<file path="src/rtl/wb_arbiter.sv">
// Writeback arbiter: merges ALU and LSU results into an in-order FIFO drained one
// register-file write per cycle, and registers dispatch-time destination invalidations.
module wb_arbiter #(
    parameter int DEPTH = 4,
    parameter int CW    = 3
) (
    input  logic          clk,
    input  logic          reset,
    input  logic          alu_valid,
    input  logic [4:0]    alu_rd,
    input  logic [31:0]   alu_data,
    output logic          alu_ready,
    input  logic          lsu_valid,
    input  logic [4:0]    lsu_rd,
    input  logic [31:0]   lsu_data,
    output logic          lsu_ready,
    input  logic          disp_valid,
    input  logic [4:0]    disp_rd,
    output logic          we_p2,
    output logic [4:0]    addr_p2,
    output logic [31:0]   din_p2,
    output logic          we_pi,
    output logic [4:0]    addr_pi,
    output logic [CW-1:0] wb_count
);

    localparam int AW = (DEPTH > 1) ? $clog2(DEPTH) : 1;

    logic [4:0]    mem_rd   [DEPTH];
    logic [31:0]   mem_data [DEPTH];
    logic [AW-1:0] head;
    logic [AW-1:0] tail;
    logic [AW-1:0] tail_alu;
    logic [CW-1:0] count;
    logic [CW:0]   free;
    logic          pop;
    logic          lsu_push;
    logic          alu_push;

    // The register file never stalls, so any occupied head retires this cycle.
    assign pop  = (count != '0);
    assign free = (CW+1)'(DEPTH) - {1'b0, count} + {{CW{1'b0}}, pop};

    // LSU gets the last free slot; ALU needs a spare one unless LSU is idle.
    assign lsu_ready = (free >= (CW+1)'(1));
    assign alu_ready = (free >= (CW+1)'(2)) | (lsu_ready & ~lsu_valid);

    // x0 results complete the handshake but are dropped instead of enqueued.
    assign lsu_push = lsu_valid & lsu_ready & (lsu_rd != 5'd0);
    assign alu_push = alu_valid & alu_ready & (alu_rd != 5'd0);
    assign tail_alu = tail + AW'(lsu_push);

    always_ff @(posedge clk) begin
        if (lsu_push) begin
            mem_rd[tail]   <= lsu_rd;
            mem_data[tail] <= lsu_data;
        end
        if (alu_push) begin
            mem_rd[tail_alu]   <= alu_rd;
            mem_data[tail_alu] <= alu_data;
        end
    end

    always_ff @(posedge clk or negedge reset) begin
        if (!reset) begin
            head  <= '0;
            tail  <= '0;
            count <= '0;
        end else begin
            head  <= head + AW'(pop);
            tail  <= tail_alu + AW'(alu_push);
            count <= count + CW'(lsu_push) + CW'(alu_push) - CW'(pop);
        end
    end

    always_comb begin
        we_p2   = pop;
        addr_p2 = '0;
        din_p2  = '0;
        if (pop) begin
            addr_p2 = mem_rd[head];
            din_p2  = mem_data[head];
        end
    end

    assign wb_count = count;

    // Invalidation lands one cycle after dispatch; addr_pi holds when nothing dispatches.
    always_ff @(posedge clk or negedge reset) begin
        if (!reset) begin
            we_pi   <= 1'b0;
            addr_pi <= '0;
        end else begin
            we_pi <= disp_valid & (disp_rd != 5'd0);
            if (disp_valid) begin
                addr_pi <= disp_rd;
            end
        end
    end

endmodule

</file>
<file path="config.mk">
export PLATFORM = sky130hd
export DESIGN_NAME = wb_arbiter
export DESIGN_NICKNAME = d
export VERILOG_FILES = /design/src/rtl/wb_arbiter.sv
export SDC_FILE = /design/constraint.sdc
export NUM_CORES = 1
export LEC_CHECK = 0
export ABC_AREA = 1
export BUFFER_PORTS_ARGS = -buffer_cell sky130_fd_sc_hd__buf_2
export CORE_ASPECT_RATIO = 0.9
export CORE_MARGIN = 4
export CORE_UTILIZATION = 30
export CTS_CLUSTER_DIAMETER = 30
export DETAILED_ROUTE_END_ITERATION = 10
export PLACE_DENSITY_LB_ADDON = 0.05
export SLEW_MARGIN = 15
export SYNTH_ARGS = -nofsm -noshare
export SYNTH_HDL_FRONTEND = slang
export SYNTH_SLANG_ARGS = --single-unit
</file>
<file path="constraint.sdc">
create_clock -name clk -period 6.8 [get_ports clk]
set_clock_uncertainty 0.1 [all_clocks]
set_input_delay 1.36 -clock clk [delete_from_list [all_inputs] [get_ports clk]]
set_output_delay 1.36 -clock clk [all_outputs]
set_load 0.02 [all_outputs]
</file>
Word level (Yosys, flattened, before mapping)
Memory sizes are Yosys's and may differ from the RTL's. Index checks and enable logic that the tools add are counted.

Bitwise logic cells: 8. Mux-type cells: 6. Order comparisons: 2. Reduce and logical (&&, ||, !) cells: 4. Add/sub/neg operators: 8.

Operators by type and width (count): 2-to-1 mux 32 bit (1); nonzero test 5 bit (3); adder 2 x 1 -> 2 bit (3); adder 3 x 1 -> 3 bit (2); bitwise AND 1 bit (6); 2-to-1 mux 5 bit (1); adder 4 x 1 -> 4 bit (1); >= comparator 4 x 1 -> 1 bit (second input constant) (1); >= comparator 4 x 2 -> 1 bit (second input constant) (1); 2-to-1 mux 1 bit (4); subtractor 3 x 3 -> 4 bit (first input constant) (1); nonzero test 3 bit (1); subtractor 3 x 1 -> 3 bit (1); NOT 1 bit (1); bitwise OR 1 bit (1).

RAM bits: 148. Memories: 2. Word-level logic and storage cells: 35. Input port bits: 84. Register bits: 13. Output and inout bits: 49.

Memory list: mem_data (depth 4, width 32, rd ports 1, clocked after Yosys merged registers in 0, write ports 2, RTL line 30) `logic [31:0] mem_data [DEPTH];`; mem_rd (depth 4, width 5, rd ports 1, clocked after Yosys merged registers in 0, write ports 2, RTL line 29) `logic [4:0] mem_rd [DEPTH];`.

Logic depth before layout (Yosys ltp)
Gate-level depths: netlist of the first run.

Word-level depth: 9. Gate-level depth with buffers: 18. Mapped depth without buffers: 15.

Worst setup path after synthesis of the first run
OpenSTA, ideal clock, no wires.

Path kind: register to register. From: register count[2] (netlist: wb_count[2]). To: memory mem_data[3][0] (enable). Cell stages (with the launch flop): 17. Data required time: 6305 ps. Buffers on the path: 2. Library setup time: 395 ps. Arrival: 3844 ps. Period minus slack after synthesis: 4338 ps. Path slack: 2462 ps. Cells stage by stage: dfrtp_1 nor3_1 clkbuf_1 ha_1 inv_1 ha_1 or2_1 nand2_1 nand3_1 nand2_1 inv_1 ha_1 inv_1 nor2_2 nand3_2 buf_2 nand2_1.

RTL lines: start, declared (RTL line 34) `logic [CW-1:0] count;`; start signal, assigned (RTL line 72) `count <= count + CW'(lsu_push) + CW'(alu_push) - CW'(pop);`; end, declared (RTL line 30).

==> metrics.md, run 1 <==
| Metric | Value |
|---|---|
| Cell accounting for the most synthesized area | `sky130_fd_sc_hd__edfxtp_1` |
| Leakage dissipation | `4.350 nW` |
| Clock Tree Root | `sky130_fd_sc_hd__clkbuf_16` |
| Synthesis warning total | `0` |
| Setup-failing EPs final | `0` |
| Length in cells of the worst reg-to-reg path | `18` |
| Maximum number of pins on one net before global-route repair | `109` |
| Number of instances in the synthesized netlist | `1,037` |
| Category of the critical setup timing path | `reg -> reg` |
| Sort of element at the start of the critical path | `register` |
| Number of buffers created by CTS | `17` |
| Drt wl/cell | `20.18 µm` |
| CTS Hold Buffers Added | `0` |
| Async SR Flop Fraction | `8.075%` |
| Height of the chip | `172.9 µm` |
| Peak Freq | `197.1 MHz` |
| Overflow left after global routing | `0` |
| Via count of the first global-routing pass | `7,621` |
| RD Place Congestion | `0.7286` |
| Global-route wire length before repair | `47,080 µm` |
| Total Die Area | `33,050 µm²` |
| Portion of the post-synthesis area used by sequential elements | `52.64%` |
| Buffers from clock root to sink, at most | `2` |
| Syn Std Cell Area | `9061 µm²` |
| All-Layer GR Usage | `18.50%` |
| Unrepaired setup endpoints after global routing | `no` |
| Post-synthesis register bit count | `161` |
| Number of different library cells in the post-synthesis netlist | `31` |
| Element type at the critical path end | `register` |
| Proportion of layout cells with a drive suffix above 1 | `17.97%` |
| Pwr/cell area | `552.2 nW/µm²` |
| Total vias in the final route | `7,696` |
| Clock transition at the registers of the reported paths | `0.07 ns` |
| Detailed-router iteration count before antenna repair | `5` |
| Area of the core region | `29,800 µm²` |
| Measured slew at the worst slew-check pin | `1.195 ns` |
| Setup slack of the most critical reg-to-reg path | `1.73 ns` |
| Post-Syn Nets | `1,130` |
| Final cell utilization of the core | `34.61%` |
| Total power after layout | `5.695 mW` |
| Detailed placer's ending HPWL | `16,800 µm` |
| Critical path peak fanout | `39` |
| Final Hold Viols | `0` |
| Worst hold path endpoint | `addr_pi[0]` |
| H-tree depth | `4` |
| CTS tree | `built` |
| Final worst slack | `1.727 ns` |
| Rows | `60` |
| Setup Buffers After CTS | `0` |
| Post-synth EDFFs | `148` |
| Number of maximum-capacitance constraint violations | `0` |
| Number of antenna-violating nets in the routed design | `0` |
| Max Transition Viols Final | `0` |
| Most common library cell in the layout ignoring fill and taps | `sky130_fd_sc_hd__nand2_1` |
| Initial Utilization | `30.40%` |
| Synth top area cells | `sky130_fd_sc_hd__edfxtp_1 49%, sky130_fd_sc_hd__nand2_1 13%, sky130_fd_sc_hd__nand4_1 10%` |
| Hold crit path type | `reg -> reg` |
| Area Growth Syn to Fin | `13.82%` |
| Final layout net count | `1,204` |
| Maximum resistive drop on vdd | `413.7 µV` |
| Die extent in x | `191.2 µm` |
| Clock Sink Count | `161` |
| Worst slew margin | `20.33%` |
| Syn avg cell area | `8.738 µm²` |
| Post-detailed-route via-to-cell ratio | `5.033` |
| WP data required | `6.76 ns` |
| Most frequently used flop master after synthesis | `sky130_fd_sc_hd__edfxtp_1` |
| Resize count post-CTS | `0` |
| Share of the synthesized area in the top cell type | `49.05%` |
| Top-level I/O count | `133` |
| Final period utilization | `74.60%` |
| Start of the worst register-to-register path | `wb_count[2]` |
| Min cycle time layout | `5.073 ns` |
| Signal arrival time at the worst endpoint | `5.03 ns` |
| RR Endpoint | `mem_data[2][19]` |
| Worst Min Path Start | `addr_pi[0]` |
| Residual DRC count | `0` |
| Summed negative setup slack over all endpoints | `0 ns` |
| Wirelength, routed | `30,860 µm` |
| Hold WS | `0.4041 ns` |
| Initial antenna violation count | `3` |
| Hold Path Stages | `1` |
| Placement Setup Slack | `1.650 ns` |
| Most frequent cells in the layout | `307 x sky130_fd_sc_hd__nand2_1, 156 x sky130_fd_sc_hd__nor2_1, 149 x sky130_fd_sc_hd__nand4_1, 148 x sky130_fd_sc_hd__edfxtp_1, 132 x sky130_fd_sc_hd__buf_2` |
| Run status | `finished, final reports clean` |
| Count of input and output buffers | `132` |
| Insertion delay to the later sink of the worst-skew pair | `0.43 ns` |
| Initial DRC Count | `596` |
==> layout make-up <==
| cell class | instances | area [µm²] |
|---|---|---|
| Inverter | 18 | 70.07 |
| Tap cell | 403 | 504.2 |
| Timing Repair Buffer | 147 | 773.2 |
| Fill cell | 3119 | 19490 |
| Sequential cell | 161 | 4772 |
| Clock inverter | 15 | 110.1 |
| Clock buffer | 17 | 425.4 |
| Antenna cell | 2 | 5.005 |
| Multi-Input combinational cell | 766 | 3654 |
==> per-stage QoR <==
stage                     instance area (µm²)  std cells
after floorplan                          9061       1037
after global placement                   9768       1495
after detailed placement                 9773       1495
after CTS                               10310       1527
after global routing                    10310       1529
final                                   10310       1529
==> worst max path at each step <==
stage | from | end | slack [ns]
2_1_floorplan | wb_count[2] | mem_data[3][0] | 2.46
3_3_place_gp | wb_count[2] | mem_data[2][28] | 1.70
3_5_place_dp | wb_count[2] | mem_data[2][21] | 1.65
4_1_cts | wb_count[2] | mem_data[2][19] | 1.62
5_1_grt | wb_count[2] | mem_data[2][19] | 1.38
6_report | wb_count[2] | mem_data[2][19] | 1.73
==> state kept, by name, indices dropped and copies added, names as in the netlist <==
name / flops
addr_pi: 5
head: 2
mem_data: 128
mem_rd: 20
tail: 2
wb_count: 3
we_pi: 1
==> synth_stat cells (all sizes together) (3+ instances only) <==
| cell type | number |
|---|---|
| nand2 | 312 |
| nor2 | 160 |
| nand4 | 149 |
| edfxtp | 148 |
| o21ai | 75 |
| buf | 62 |
| a21oi | 38 |
| clkbuf | 30 |
| inv | 18 |
| dfrtp | 13 |
| nand3 | 8 |
| ha | 7 |
| mux2 | 5 |
| xor2 | 3 |
==> worst max-delay path: stages (launching register included) <==
cell,delay [ns]
sky130_fd_sc_hd__dfrtp_1,0.43
sky130_fd_sc_hd__nor3_2,0.18
sky130_fd_sc_hd__buf_4,0.51
sky130_fd_sc_hd__ha_1,0.25
sky130_fd_sc_hd__inv_1,0.05
sky130_fd_sc_hd__ha_1,0.18
sky130_fd_sc_hd__or2_1,0.20
sky130_fd_sc_hd__nand2_1,0.12
sky130_fd_sc_hd__nand3_1,0.18
sky130_fd_sc_hd__nand2_1,0.15
sky130_fd_sc_hd__inv_1,0.05
sky130_fd_sc_hd__ha_1,0.22
sky130_fd_sc_hd__xnor2_2,0.21
sky130_fd_sc_hd__nor2_4,0.10
sky130_fd_sc_hd__buf_4,0.47
sky130_fd_sc_hd__nand3_2,0.12
sky130_fd_sc_hd__buf_4,0.34
sky130_fd_sc_hd__nand2_2,0.32
sky130_fd_sc_hd__buf_4,0.50
==> power by group <==
group / leakage (nW) / switching (mW) / internal (mW) / total [mW]
Combinational: 2.56 / 2.17 / 0.748 / 2.92
Clock: 0.257 / 0.430 / 0.470 / 0.900
Sequential: 1.53 / 0.154 / 1.72 / 1.87
Total: 4.35 / 2.76 / 2.94 / 5.70
==> per-layer routing <==
metal  vias up  GRT usage (%)  wire (µm)  share of wire [%]
met4         2          4.369        369                1.2
met2       198          29.40      14660                 48
met5         -              0         13              0.042
li1       3767              -          -                  -
met3        23          2.866       1399                4.5
met1      3706          26.65      14410                 47
==> cell families (layout without fill, tap and decap cells) <==
group,count (synthesis),count (layout),share of synthesized area (%)
mux,5,5,0.6213
xor+xnor,5,5,0.5663
other cells,0,2,0
simple gates,634,634,30.82
compound gates,113,113,6.241
fa+ha+maj,9,9,1.408
buf+inv,110,197,7.705
flops,161,161,52.64
Power figures use the tool's default switching activity.
==> inputs of run 2 (changes only) <==
Clock period 6.8 ns to 4.4 ns, I/O delays scaled along.
==> run 2 against run 1 <==
Compared with the run above: worst setup slack got worse by 1.0 ns; final area is 1.1% higher; hold slack got worse by 0.18 ns; register-to-register slack lost 1.0 ns; largest power group unchanged; highest routed layer is now met4.
==> metrics.md, run 2 (same netlist as run 1, synthesis figures left out) <==
| Metric | Value |
|---|---|
| Run status | `finished, final reports clean (unchanged)` |
| Clock Tree Root | `sky130_fd_sc_hd__clkbuf_16 (unchanged)` |
| Via count of the first global-routing pass | `7,656 (was 7,621)` |
| Final worst slack | `0.7160 ns (was 1.727 ns)` |
| Count of input and output buffers | `132 (unchanged)` |
| Critical-path top delay cell | `sky130_fd_sc_hd__dfrtp_1 (was sky130_fd_sc_hd__buf_4)` |
| Number of maximum-capacitance constraint violations | `0 (unchanged)` |
| Die extent in x | `191.2 µm (unchanged)` |
| CTS Hold Buffers Added | `0 (unchanged)` |
| Area Growth Syn to Fin | `15.08% (was 13.82%)` |
| Peak Freq | `271.4 MHz (was 197.1 MHz)` |
| Rows | `60 (unchanged)` |
| Worst slew margin | `34.00% (was 20.33%)` |
| Initial Utilization | `30.40% (unchanged)` |
| Leakage dissipation | `4.422 nW (was 4.350 nW)` |
| Most flops, register | `mem_data (unchanged)` |
| Final Hold Viols | `0 (unchanged)` |
| Summed negative setup slack over all endpoints | `0 ns (unchanged)` |
| Top-level I/O count | `133 (unchanged)` |
| Area of the core region | `29,800 µm² (unchanged)` |
| Number of flip-flops in the largest register | `128 (unchanged)` |
| Buffers from clock root to sink, at most | `2 (unchanged)` |
| Global-route wire length before repair | `47,640 µm (was 47,080 µm)` |
| Final period utilization | `83.73% (was 74.60%)` |
| Clock transition at the registers of the reported paths | `0.07 ns (about the same)` |
| Placement Setup Slack | `0.7054 ns (was 1.650 ns)` |
| Number of inserted filler cells in the final layout | `3,125 (was 3,119)` |
| Maximum number of pins on one net before global-route repair | `85 (was 109)` |
| Residual DRC count | `0 (unchanged)` |
| Kind of cell adding the most delay to the critical path | `simple AND/OR/NAND/NOR gates (was buffers and inverters)` |
| Max Transition Viols Final | `0 (unchanged)` |
| WP data required | `4.39 ns (was 6.76 ns)` |
| Largest registers ranked by flip-flop count | `mem_data x128, mem_rd x20, addr_pi x5 (unchanged)` |
| Setup-failing EPs final | `0 (unchanged)` |
| Sort of element at the start of the critical path | `register (unchanged)` |
| Total Die Area | `33,050 µm² (unchanged)` |
| Most frequent cells in the layout | `307 x sky130_fd_sc_hd__nand2_1, 156 x sky130_fd_sc_hd__nor2_1, 149 x sky130_fd_sc_hd__nand4_1, 148 x sky130_fd_sc_hd__edfxtp_1, 132 x sky130_fd_sc_hd__buf_2 (unchanged)` |
| Wirelength, routed | `31,500 µm (was 30,860 µm)` |
| Post-detailed-route via-to-cell ratio | `5.099 (was 5.033)` |
| Detailed placer's ending HPWL | `17,390 µm (was 16,800 µm)` |
| Final layout net count | `1,215 (was 1,204)` |
| Proportion of layout cells with a drive suffix above 1 | `18.85% (was 17.97%)` |
| Initial antenna violation count | `1 (was 3)` |
| Measured slew at the worst slew-check pin | `0.9900 ns (was 1.195 ns)` |
| Unrepaired setup endpoints after global routing | `no (unchanged)` |
| Height of the chip | `172.9 µm (unchanged)` |
| H-tree depth | `4 (unchanged)` |
| Element type at the critical path end | `register (unchanged)` |
| Clock Sink Count | `161 (unchanged)` |
| Buffering stage count on the worst path with inverters included | `4 (was 6)` |
| Final cell utilization of the core | `34.99% (was 34.61%)` |
| Category of the critical setup timing path | `reg -> reg (unchanged)` |
| Initial DRC Count | `516 (was 596)` |
| Total power after layout | `8.969 mW (was 5.695 mW)` |
| Signal arrival time at the worst endpoint | `3.67 ns (was 5.03 ns)` |
| Drt wl/cell | `20.47 µm (was 20.18 µm)` |
| Most common library cell in the layout ignoring fill and taps | `sky130_fd_sc_hd__nand2_1 (unchanged)` |
| Chain of cells forming the critical path | `nor3_2 > ha_1 > inv_1 > ha_1 > or2_1 > nand2_1 > nand3_1 > nand2_1 > inv_1 > ha_1 > inv_1 > nor2_4 > nand3_2 > nand2_2 > buf_4 (was nor3_2 > buf_4 > ha_1 > inv_1 > ha_1 > or2_1 > nand2_1 > nand3_1 > nand2_1 > inv_1 > ha_1 > xnor2_2 > nor2_4 > buf_4 > nand3_2 > buf_4 > nand2_2 > buf_4)` |
| Number of buffers created by CTS | `17 (unchanged)` |
| CTS tree | `built (unchanged)` |
| Setup Buffers After CTS | `0 (unchanged)` |
| Number of antenna-violating nets in the routed design | `0 (unchanged)` |
| Largest stage delay on the critical path | `0.43 ns (was 0.51 ns)` |
| Hold crit path type | `in -> async (was reg -> reg)` |
| Total vias in the final route | `7,847 (was 7,696)` |
| All-Layer GR Usage | `18.80% (was 18.50%)` |
| Pwr/cell area | `860.1 nW/µm² (was 552.2 nW/µm²)` |
| Maximum resistive drop on vdd | `425.0 µV (was 413.7 µV)` |
| Placed instance count | `1,506 (was 1,495)` |
| Final non-filler cell total | `1,539 (was 1,529)` |
| Overflow left after global routing | `0 (unchanged)` |
| Resize count post-CTS | `0 (unchanged)` |
| Critical path peak fanout | `20 (was 39)` |
| RD Place Congestion | `0.7272 (was 0.7286)` |
| Insertion delay to the later sink of the worst-skew pair | `0.43 ns (about the same)` |
| Min cycle time layout | `3.684 ns (was 5.073 ns)` |
| Detailed-router iteration count before antenna repair | `5 (unchanged)` |
run 2: metal layers:
layer  GRT usage (%)  up-vias  part of all wire, %
met3           2.765       23                  5.1
li1                -     3783                    -
met2           31.03      231                   48
met4           4.069        0                  1.1
met1           26.33     3810                   46
met5               0        -                    0
run 2: stage by stage:
stage / hold WS, ns / area, µm²
floorplan: 0.4344 / 9061
global placement: 0.3863 / 9876
detailed placement: 0.3920 / 9876
CTS: 0.2169 / 10430
global route: 0.2327 / 10430
finish: 0.2228 / 10430
run 2: area by class of cell:
cell class	count	area, µm²	share of cell area, %
multi-input combinational	766	3649	34.99
antenna	1	2.502	0.02400
sequential	161	4772	45.76
clock buffer	17	425.4	4.080
inverter	18	70.07	0.6719
clock inverter	15	123.9	1.188
tap	403	504.2	4.836
timing repair buffer	158	880.8	8.447
run 2: worst paths after layout:
| path | startpoint | endpoint | slack (ns) | cells after the start |
|---|---|---|---|---|
| max | wb_count[2] | mem_data[1][18] | 0.72 | 15 |
| min reg2reg | addr_pi[0] | addr_pi[0] | 0.41 | 1 |
| min in group clk | addr_pi[0] | addr_pi[0] | 0.41 | 1 |
| max reg2reg | wb_count[2] | mem_data[1][18] | 0.72 | 15 |
| max in group asynchronous | reset | head[1] | 3.72 | 1 |
| min | reset | addr_pi[0] | 0.22 | 1 |
run 2: report_power, final:
part | total, mW | internal [mW] | switching, mW
logic | 4.71 | 1.24 | 3.47
clock network | 1.43 | 0.739 | 0.695
registers | 2.82 | 2.65 | 0.174
==> inputs of run 3 (changes only) <==
Clock period 4.4 ns to 3.01 ns, I/O delays scaled along.
==> run 3 against run 2 <==
Compared with the run above: register-to-register slack lost 0.65 ns; hold slack gained 0.081 ns; die area is the same; global-route usage grew 0.46 points; combinational power grew 82%; critical path type unchanged; largest power group unchanged; highest routed layer unchanged.
==> metrics.md, run 3 (same netlist as run 1, synthesis figures left out) <==
| Metric | Value |
|---|---|
| Post-detailed-route via-to-cell ratio | `5.065 (was 5.099)` |
| Buffers from clock root to sink, at most | `2 (unchanged)` |
| Most flops, register | `mem_data (unchanged)` |
| Measured slew at the worst slew-check pin | `0.6209 ns (was 0.9900 ns)` |
| Peak Freq | `339.2 MHz (was 271.4 MHz)` |
| Die extent in x | `191.2 µm (unchanged)` |
| Maximum number of pins on one net before global-route repair | `109 (was 85)` |
| All-Layer GR Usage | `19.25% (was 18.80%)` |
| Number of antenna-violating nets in the routed design | `0 (unchanged)` |
| Hold crit path type | `in -> reg (was in -> async)` |
| Length in cells of the worst reg-to-reg path | `15 (unchanged)` |
| Clock Sink Count | `161 (unchanged)` |
| Area of the core region | `29,800 µm² (unchanged)` |
| Initial antenna violation count | `0 (was 1)` |
| Worst Min Path Start | `disp_rd[4]` |
| Pwr/cell area | `1309 nW/µm² (was 860.1 nW/µm²)` |
| Max Transition Viols Final | `0 (unchanged)` |
| Min cycle time layout | `2.948 ns (was 3.684 ns)` |
| Number of inserted filler cells in the final layout | `3,026 (was 3,125)` |
| Most common library cell in the layout ignoring fill and taps | `sky130_fd_sc_hd__nand2_1 (unchanged)` |
| Largest registers ranked by flip-flop count | `mem_data x128, mem_rd x20, addr_pi x5 (unchanged)` |
| Unrepaired setup endpoints after global routing | `yes (was no)` |
| Rows | `60 (unchanged)` |
| Final worst slack | `0.06209 ns (was 0.7160 ns)` |
| Routing usage on met3 | `2.281% (was 2.765%)` |
| Sort of element at the start of the critical path | `register (unchanged)` |
| Final layout net count | `1,257 (was 1,215)` |
| Area Growth Syn to Fin | `26.18% (was 15.08%)` |
| Overflow left after global routing | `0 (unchanged)` |
| Category of the critical setup timing path | `reg -> reg (unchanged)` |
| Setup slack of the most critical reg-to-reg path | `0.06 ns (was 0.72 ns)` |
| Maximum resistive drop on vdd | `502.4 µV (was 425.0 µV)` |
| Count of input and output buffers | `132 (unchanged)` |
| Post-layout instance area | `11,430 µm² (was 10,430 µm²)` |
| Initial Utilization | `30.40% (unchanged)` |
| Residual DRC count | `0 (unchanged)` |
| Wirelength, routed | `33,670 µm (was 31,500 µm)` |
| Number of flip-flops in the largest register | `128 (unchanged)` |
| Clock Tree Root | `sky130_fd_sc_hd__clkbuf_16 (unchanged)` |
| Proportion of layout cells with a drive suffix above 1 | `24.64% (was 18.85%)` |
| Total vias in the final route | `8,003 (was 7,847)` |
| Worst slew margin | `58.61% (was 34.00%)` |
| Final period utilization | `97.94% (was 83.73%)` |
| Worst hold path endpoint | `we_pi` |
| Drt wl/cell | `21.31 µm (was 20.47 µm)` |
| Final Hold Viols | `0 (unchanged)` |
| Number of maximum-capacitance constraint violations | `0 (unchanged)` |
| Setup-failing EPs final | `0 (unchanged)` |
| Detailed-router iteration count before antenna repair | `5 (unchanged)` |
| Critical path peak fanout | `7 (was 20)` |
| WP data required | `3.06 ns (was 4.39 ns)` |
| Clock transition at the registers of the reported paths | `0.07 ns (about the same)` |
| Most frequent cells in the layout | `283 x sky130_fd_sc_hd__nand2_1, 155 x sky130_fd_sc_hd__nor2_1, 149 x sky130_fd_sc_hd__nand4_1, 148 x sky130_fd_sc_hd__edfxtp_1, 131 x sky130_fd_sc_hd__buf_2 (was 307 x sky130_fd_sc_hd__nand2_1, 156 x sky130_fd_sc_hd__nor2_1, 149 x sky130_fd_sc_hd__nand4_1, 148 x sky130_fd_sc_hd__edfxtp_1, 132 x sky130_fd_sc_hd__buf_2)` |
| Start of the worst register-to-register path | `wb_count[0] (was wb_count[2])` |
| Run status | `finished, final reports clean (unchanged)` |
| Via count of the first global-routing pass | `8,140 (was 7,656)` |
| Leakage dissipation | `4.808 nW (was 4.422 nW)` |
| Height of the chip | `172.9 µm (unchanged)` |
| H-tree depth | `4 (unchanged)` |
| Placement Setup Slack | `-0.04627 ns (was 0.7054 ns)` |
| Signal arrival time at the worst endpoint | `3.00 ns (was 3.67 ns)` |
| CTS tree | `built (unchanged)` |
| Total Die Area | `33,050 µm² (unchanged)` |
| Insertion delay to the later sink of the worst-skew pair | `0.43 ns (about the same)` |
| Grt met1 use | `26.37% (was 26.33%)` |
| Cell Area, Placed | `10,420 µm² (was 9876 µm²)` |
| Detailed placer's ending HPWL | `18,770 µm (was 17,390 µm)` |
| Element type at the critical path end | `register (unchanged)` |
| Routing usage on met2 | `32.81% (was 31.03%)` |
| RD Place Congestion | `0.7221 (was 0.7272)` |
| Hold Path Stages | `3` |
| Global-route wire length before repair | `49,220 µm (was 47,640 µm)` |
| Busiest grt layer | `met2 (unchanged)` |
| Number of antenna diodes | `0 (was 1)` |
| RR Endpoint | `mem_data[0][31] (was mem_data[1][18])` |
| Top-level I/O count | `133 (unchanged)` |
| Initial DRC Count | `670 (was 516)` |
| Number of buffers created by CTS | `17 (unchanged)` |
-- run 3: cell types whose count changed in the layout (fill, tap and decap cells not counted), moves of 4 or more --
cell                        previous run  this run
sky130_fd_sc_hd__buf_12                2        19
sky130_fd_sc_hd__nand3_2               4         0
sky130_fd_sc_hd__clkbuf_16            17        24
sky130_fd_sc_hd__nand2_8               0         4
sky130_fd_sc_hd__buf_6                 0         9
sky130_fd_sc_hd__nand2_2               4        22
sky130_fd_sc_hd__nand2_1             307       283
sky130_fd_sc_hd__buf_8                 0         4
sky130_fd_sc_hd__buf_4                24        28
sky130_fd_sc_hd__nand3_4               0         5
-- run 3: critical path, cell delays in order, from the launching register on --
cell	delay (ns)
sky130_fd_sc_hd__dfrtp_2	0.42
sky130_fd_sc_hd__nor3_4	0.23
sky130_fd_sc_hd__ha_4	0.15
sky130_fd_sc_hd__inv_2	0.04
sky130_fd_sc_hd__ha_4	0.14
sky130_fd_sc_hd__or2_1	0.23
sky130_fd_sc_hd__nand2_2	0.09
sky130_fd_sc_hd__nand3_4	0.07
sky130_fd_sc_hd__nand2_2	0.09
sky130_fd_sc_hd__inv_2	0.04
sky130_fd_sc_hd__ha_4	0.19
sky130_fd_sc_hd__xor2_4	0.20
sky130_fd_sc_hd__nor2_4	0.17
sky130_fd_sc_hd__nand3_4	0.16
sky130_fd_sc_hd__nand2_8	0.16
sky130_fd_sc_hd__clkbuf_16	0.18
-- run 3: repair_timing --
item	4_1_cts	5_1_grt
hold buffers	1	0
gates resized for setup	6	49
setup buffers	0	3
gates cloned	0	10
pin swaps	0	5
setup endpoints to repair	99	294
hold endpoints to repair	13	0
-- run 3: stage by stage --
step | hold slack (ns) | utilization, % | TNS [ns] | std cells | total power [mW]
floorplan | 0.2064 | - | -18.91 | 1037 | 9.149
global placement | 0.3899 | 34.97 | -0.2439 | 1535 | 12.02
detailed placement | 0.3932 | 34.97 | -2.072 | 1535 | 12.03
CTS | 0.2889 | 37.02 | 0 | 1568 | 14.31
global route | 0.2905 | 38.36 | -12.30 | 1580 | 16.02
finish | 0.3041 | 38.36 | 0 | 1580 | 14.96
-- run 3: layout make-up --
cell class                 instances  area [µm²]  share of cell area [%]
clock buffer                      18       429.2                   3.754
clock inverter                    14       142.6                   1.248
inverter                          18       70.07                  0.6128
multi-input combinational        766        3892                   34.04
sequential                       161        4775                   41.76
tap                              403       504.2                   4.410
timing repair buffer             200        1620                   14.17
-- run 3: how the worst max path moves through the flow --
stage           startpoint               to  slack, ns  cells past startpoint
2_1_floorplan  wb_count[0]   mem_data[1][0]      -0.13                     16
5_1_grt        wb_count[0]  mem_data[1][30]      -0.08                     15
3_3_place_gp   wb_count[0]   mem_data[1][9]      -0.02                     16
3_5_place_dp   wb_count[0]   mem_data[1][3]      -0.05                     16
6_report       wb_count[0]  mem_data[0][31]       0.06                     15
4_1_cts        wb_count[0]   mem_data[2][0]      0.003                     16
-- run 3: power by group --
part           internal [mW]  total (mW)  leakage [nW]  switching [mW]
Clock                   1.17        2.20         0.277            1.03
Combinational           2.96        8.58          3.00            5.62
Sequential              3.87        4.18          1.53           0.311
-- run 3: layer usage --
| metal | part of all wire, % | up-vias |
|---|---|---|
| li1 | - | 3872 |
| met5 | 0 | - |
| met1 | 46 | 3899 |
| met3 | 4.1 | 24 |
| met4 | 1.1 | 0 |
| met2 | 49 | 208 |
